`config.mk`:
```
export PLATFORM = sky130hd
export DESIGN_NAME = toggle_cover_collector
export DESIGN_NICKNAME = d
export VERILOG_FILES = /design/src/rtl/toggle_cover_collector.sv
export SDC_FILE = /design/constraint.sdc
export NUM_CORES = 1
export LEC_CHECK = 0
export CAP_MARGIN = 25
export CORE_ASPECT_RATIO = 1.2
export CORE_MARGIN = 2
export CORE_UTILIZATION = 50
export DETAILED_ROUTE_END_ITERATION = 10
export PLACE_DENSITY = 0.75
export SYNTH_ARGS = -nofsm -noshare
export SYNTH_HDL_FRONTEND = slang
export SYNTH_SLANG_ARGS = --single-unit
```
`constraint.sdc`:
```
create_clock -name clock -period 17.2 [get_ports clock]
set_clock_uncertainty 0.15 [all_clocks]
set_input_delay 5.16 -clock clock [delete_from_list [all_inputs] [get_ports clock]]
set_output_delay 5.16 -clock clock [all_outputs]
set_load 0.05 [all_outputs]
```
`src/rtl/toggle_cover_collector.sv`:
```
// rtl/toggle_cover_collector.sv - sticky toggle coverage bitmap with first-hit index output slot
// Each point is reported once per clear, lowest pending index first.
module toggle_cover_collector #(
  parameter int WIDTH       = 58,
  parameter int COVER_INDEX = 0,
  parameter int COVER_TOTAL = 38253
) (
  input  logic                         clock,
  input  logic                         reset,
  input  logic [WIDTH-1:0]             valid,
  input  logic                         clear,
  output logic                         out_valid,
  input  logic                         out_ready,
  output logic [63:0]                  out_index,
  output logic [$clog2(WIDTH+1)-1:0]   hit_count,
  output logic                         all_covered
);

  localparam int CW = $clog2(WIDTH + 1);
  localparam int IW = (WIDTH > 1) ? $clog2(WIDTH) : 1;

  if (COVER_INDEX + WIDTH > COVER_TOTAL) begin : g_range_check
    $error("toggle_cover_collector: cover range exceeds COVER_TOTAL");
  end

  logic [WIDTH-1:0] covered_q, covered_d;
  logic [WIDTH-1:0] pending_q, pending_d;
  logic [CW-1:0]    hit_count_q, hit_count_d;
  logic             out_valid_q, out_valid_d;
  logic [63:0]      out_index_q, out_index_d;

  logic [WIDTH-1:0] new_hits;
  logic [WIDTH-1:0] pick_mask;
  logic [CW-1:0]    new_cnt;
  logic [IW-1:0]    sel_idx;
  logic             sel_found;
  logic             load;

  // Descending scan so the last assignment wins: the lowest set pending bit.
  always_comb begin
    sel_found = 1'b0;
    sel_idx   = '0;
    pick_mask = '0;
    for (int i = WIDTH - 1; i >= 0; i--) begin
      if (pending_q[i]) begin
        sel_found    = 1'b1;
        sel_idx      = IW'(i);
        pick_mask    = '0;
        pick_mask[i] = 1'b1;
      end
    end
  end

  always_comb begin
    new_hits = valid & ~covered_q;
    new_cnt  = '0;
    for (int i = 0; i < WIDTH; i++) begin
      new_cnt = new_cnt + CW'(new_hits[i]);
    end
  end

  assign load = !out_valid_q || out_ready;

  // A fresh hit is never already pending, so clearing the picked bit and
  // merging new hits in the same edge cannot lose anything.
  always_comb begin
    covered_d   = covered_q | valid;
    pending_d   = (pending_q & ~(load ? pick_mask : '0)) | new_hits;
    hit_count_d = hit_count_q + new_cnt;
    out_valid_d = out_valid_q;
    out_index_d = out_index_q;
    if (load) begin
      out_valid_d = sel_found;
      if (sel_found) begin
        out_index_d = 64'(COVER_INDEX) + 64'(sel_idx);
      end
    end
  end

  always_ff @(posedge clock) begin
    if (reset) begin
      covered_q   <= '0;
      pending_q   <= '0;
      hit_count_q <= '0;
      out_valid_q <= 1'b0;
      out_index_q <= '0;
    end else if (clear) begin
      covered_q   <= '0;
      pending_q   <= '0;
      hit_count_q <= '0;
      out_valid_q <= 1'b0;
    end else begin
      covered_q   <= covered_d;
      pending_q   <= pending_d;
      hit_count_q <= hit_count_d;
      out_valid_q <= out_valid_d;
      out_index_q <= out_index_d;
    end
  end

  assign out_valid   = out_valid_q;
  assign out_index   = out_index_q;
  assign hit_count   = hit_count_q;
  assign all_covered = (hit_count_q == CW'(WIDTH));

endmodule

```
# == Yosys cells after proc, flatten, opt, wreduce, memory -nomap -nowiden ==
# Index checks and enable logic that the tools add are counted.
# word_totals
in_bits,62
output_inout_bits,72
register_bits,129
wordCells,250
# classes
mux,175
reduce_logical,4
n_addsub,58
bitwise_logic,7
eq_ne,1
# ops
cell,count
58-bit two-way mux,59
6-bit two-way mux,58
6-bit by 1-bit adder with 6-bit output,52
58-bit AND,2
58-bit NOT,2
58-bit bitwise OR,2
1-bit two-way mux,58
5-bit by 1-bit adder with 6-bit output,1
6-bit adder,1
6-bit equality test (second input constant),1
4-bit by 1-bit adder with 5-bit output,1
3-bit by 1-bit adder with 4-bit output,1
2-bit by 1-bit adder with 3-bit output,1
3-bit AND reduction,1
1-bit by 1-bit adder with 2-bit output,1
2-bit OR reduction,1
1-bit logical NOT,1
1-bit logical OR,1
1-bit NOT,1

# == Longest topological paths before layout ==
# depth
depth_word,62
mapped_depth,21
ltp_nobuf,21

# == Least setup slack after synthesis ==
# OpenSTA, ideal clock, no wires.
# synth_timing
kind,input-to-reg
startpoint,input port valid[44]
endpoint,register hit_count_q[4] (netlist: hit_count[4])
setup_slack_ns,6.178
arrival_ns,10.745
n_path_buf,0
setup_ns,0.128
path_stages,20
t_required_ns,16.922
cell_sequence,nor2b_1 > fa_1 > inv_1 > fa_1 > fa_1 > inv_1 > fa_1 > inv_1 > fa_1 > fa_1 > fa_1 > fa_1 > inv_1 > fa_1 > fa_1 > a21oi_1 > nor2_1 > nor2_1 > xor2_1 > nor2_1
# synth_via
elab_chain_len,16
# synth_rtl
item,line,source
"start, declared",10,"input logic [WIDTH-1:0] valid,"
58-bit AND,55,new_hits = valid & ~covered_q;
6-bit by 1-bit adder with 6-bit output (14 in series),58,new_cnt = new_cnt + CW'(new_hits[i]);
6-bit adder,69,hit_count_d = hit_count_q + new_cnt;
"end signal, assigned",95,hit_count_q <= hit_count_d;
"end, declared",28,"logic [CW-1:0] hit_count_q, hit_count_d;"
# Every way passes these cells.
# A chain may end at the register's enable or synchronous reset.

# == Worst setup path after layout ==
# Ends and elaborated chain as after synthesis.

==> summary.md <==
| Metric | Value |
|---|---|
| Status | completed |
| Row cnt | 48 |
| Min-Delay Path Class | register to register |
| Slew HR | 31.7% |
| Fin crit share | 66.0% |
| FF/Latch Area | 2580 sq um |
| Quantity of hold-fixing buffers added after cts | 0 |
| Final setup vio count | 0 |
| Count of cell types in the netlist | 58 |
| Vias/cell | 5.31 |
| Hpwl dp | 13400 um |
| Clock Tree Root | clkbuf_16 |
| DRT iter0 DRCs | 313 |
| Chip height | 136 um |
| Resized Gates After CTS | 0 |
| Max-cap violations | 0 |
| Critical Path RT | 17320 ps |
| Crit-path max FO | 2 |
| Number of global-route vias before repair | 5508 |
| CTS H-tree depth | 4 |
| Actual slew at the worst max-slew pin | 1020 ps |
| Drt total wl | 17500 um |
| Worst-skew pair later-pin latency | 430 ps |
| GR Overflow Total | 0 |
| Area growth, synth to finish | 17.2% |
| Pwr Total | 0.00208 W |
| Synth area leaders | dfxtp_1 35%, fa_1 14%, nor2_1 8.8%, buf_4 6.1%, a21oi_1 4.7% |
| Clock slew at reported path FFs | 60 ps |
| Fillers | 1252 |
| Router iterations before antenna repair | 5 |
| CP Launch Type | primary input |
| Setup TNS after final layout | 0 ps |
| Leak pwr | 3.64 nW |
| CTS tree | built |
| Post-synthesis sequential area ratio | 35.3% |
| Yosys reg bits | 129 |
| Share of the synthesized area in the top cell type | 35.3% |
| Largest net degree at the start of global routing | 91 |
| Clock sinks | 129 |
| Clk buf depth | 2 |
| GP Congestion | 0.956 |
| Max Fclk | 0.0880 GHz |
| Post-synth EDFFs | 0 |
| Multi-input logic area | 4180 sq um |
| Initial antenna violation count | 0 |
| Number of inserted diodes | 0 |
| Initial cell density of the core | 50.9% |
| DRC | 0 |
| CP endpoint kind | register |
| Peak supply drop | 0.396 mV |
| Syn. warnings | 0 |
| Global-route wire length before repair | 28300 um |
| Setup Fix Bufs, Post-CTS | 0 |
| Fin. max-slew vios | 0 |
| Io pins | 134 |
| Ys async rst share | 0% |
| Synth Cell Area | 7310 sq um |
| Tmin final | 11360 ps |
| PortBufs | 75 |
| DR WL/cell | 15.8 um |
| Vias | 5908 |
| Prevailing post-synth register cell | dfxtp_1 |
| Cell taking the most area after synthesis | dfxtp_1 |
| Area of the core | 14400 sq um |
| RSZ-0062 raised after global routing | false |
| Critical setup path kind | primary input to register |
| Share of layout cells above drive strength 1 | 4.70% |
| Number of nets with antenna violations after routing | 0 |
| Pre-CTS setup slack | 5440 ps |
| Final net count | 1056 |
| Synth Instances | 852 |
| Avg Inst Size Synth | 8.58 sq um |
| Critical path arrival | 11480 ps |
| Cts bufs inserted | 17 |
| Total track usage | 24.0% |
| DIE AREA | 15600 sq um |
| Power density over the cells | 242 nW/um^2 |
| Fin. Hold Viols | 0 |
| Final worst slack | 5840 ps |
| Die width | 114 um |
-- cell usage in the layout, fill, tap and decap left out, drive strengths merged, types with 3 or more instances in the layout --
| master | n |
|---|---|
| a2111oi | 3 |
| a21oi | 69 |
| and2 | 6 |
| bufinv | 3 |
| clkbuf | 21 |
| clkdlybuf4s50 | 75 |
| clkinv | 3 |
| clkinvlp | 4 |
| conb | 58 |
| dfxtp | 129 |
| fa | 50 |
| ha | 19 |
| inv | 62 |
| nand2 | 30 |
| nand2b | 37 |
| nand3 | 12 |
| nand4 | 7 |
| nor2 | 172 |
| nor2b | 29 |
| nor3 | 18 |
| nor4 | 18 |
| o21a | 12 |
| o21ai | 26 |
| o31ai | 9 |
| o41ai | 5 |
| or2 | 6 |
| or3 | 5 |
| or4 | 14 |
| xnor2 | 6 |
-- layout make-up --
class | count | area share (%)
inverters | 62 | 2.72
clock inverters | 10 | 1.58
repair buffers | 76 | 8.85
clock buffers | 21 | 5.37
multi-input cells | 639 | 48.8
flip-flops and latches | 129 | 30.1
well taps | 175 | 2.55
-- where the power goes --
part           internal, W  switching (W)  leakage, nW
Clock             0.000233       0.000133        0.281
Sequential        0.000325      0.0000168         1.06
Combinational     0.000598       0.000772         2.29
-- state kept, by name, indices dropped and copies added (netlist names) --
signal / flops
covered_q: 58
pending_q: 58
hit_count: 6
out_index: 6
out_valid: 1
-- cells in the mapped netlist, drive strengths merged, types with 7 or more instances --
| cell | n |
|---|---|
| a21oi | 69 |
| buf | 60 |
| clkbuf | 19 |
| dfxtp | 129 |
| fa | 50 |
| ha | 19 |
| inv | 62 |
| nand2 | 30 |
| nand2b | 37 |
| nand3 | 12 |
| nand4 | 7 |
| nor2 | 172 |
| nor2b | 29 |
| nor3 | 18 |
| nor4 | 18 |
| o21a | 12 |
| o21ai | 26 |
| o31ai | 9 |
| or4 | 14 |
-- worst paths after layout --
| kind | slack [ps] | from | depth (start not counted) | end |
|---|---|---|---|---|
| setup / recovery | 5840 | valid[44] | 21 | hit_count[4] |
| hold / removal | 300 | covered_q[38] | 2 | covered_q[38] |
| setup reg to reg | 10750 | covered_q[48] | 19 | hit_count[4] |
| hold reg to reg | 300 | covered_q[38] | 2 | covered_q[38] |
-- cells by family after synthesis --
kind of cell               synth area share, %
AOI/OAI and AO/OA                         11.8
xor gates and xnor gates                 0.958
adders and majority gates                 16.9
buffers and inverters                     10.4
DFF                                       35.3
other                                   0.0513
and+or+nand+nor                           24.5
-- routing by layer --
metal	track usage, %	wire length, um	up-vias
met2	38.6	8390	224
met1	30.9	7430	2768
li1	-	-	2876
met4	11.0	544	0
met3	4.95	1160	40
met5	0	0	-
-- per-stage QoR --
| step | utilization [%] | hold slack, ps | instance area, sq um | cells |
|---|---|---|---|---|
| after CTS | 59.7 | 307 | 8570 | 1112 |
| after global routing | 59.7 | 324 | 8570 | 1112 |
| after detailed placement | 55.6 | 294 | 7980 | 1081 |
| after global placement | 55.6 | 286 | 7980 | 1081 |
| final | 59.7 | 302 | 8570 | 1112 |
| after floorplan | - | 276 | 7530 | 909 |
-- critical path, cell delays in order --
cell and delay, ps:
clkdlybuf4s50_1 410, nor2b_1 160, fa_1 560, inv_1 70, fa_1 510, fa_1 540, inv_1 70, fa_1 510
inv_1 60, fa_1 560, fa_1 430, fa_1 460, fa_1 490, inv_1 50, fa_1 400, fa_1 480
a21oi_1 180, nor2_1 60, nor2_1 110, xor2_1 160, nor2_1 60
Power figures use the tool's default switching activity.
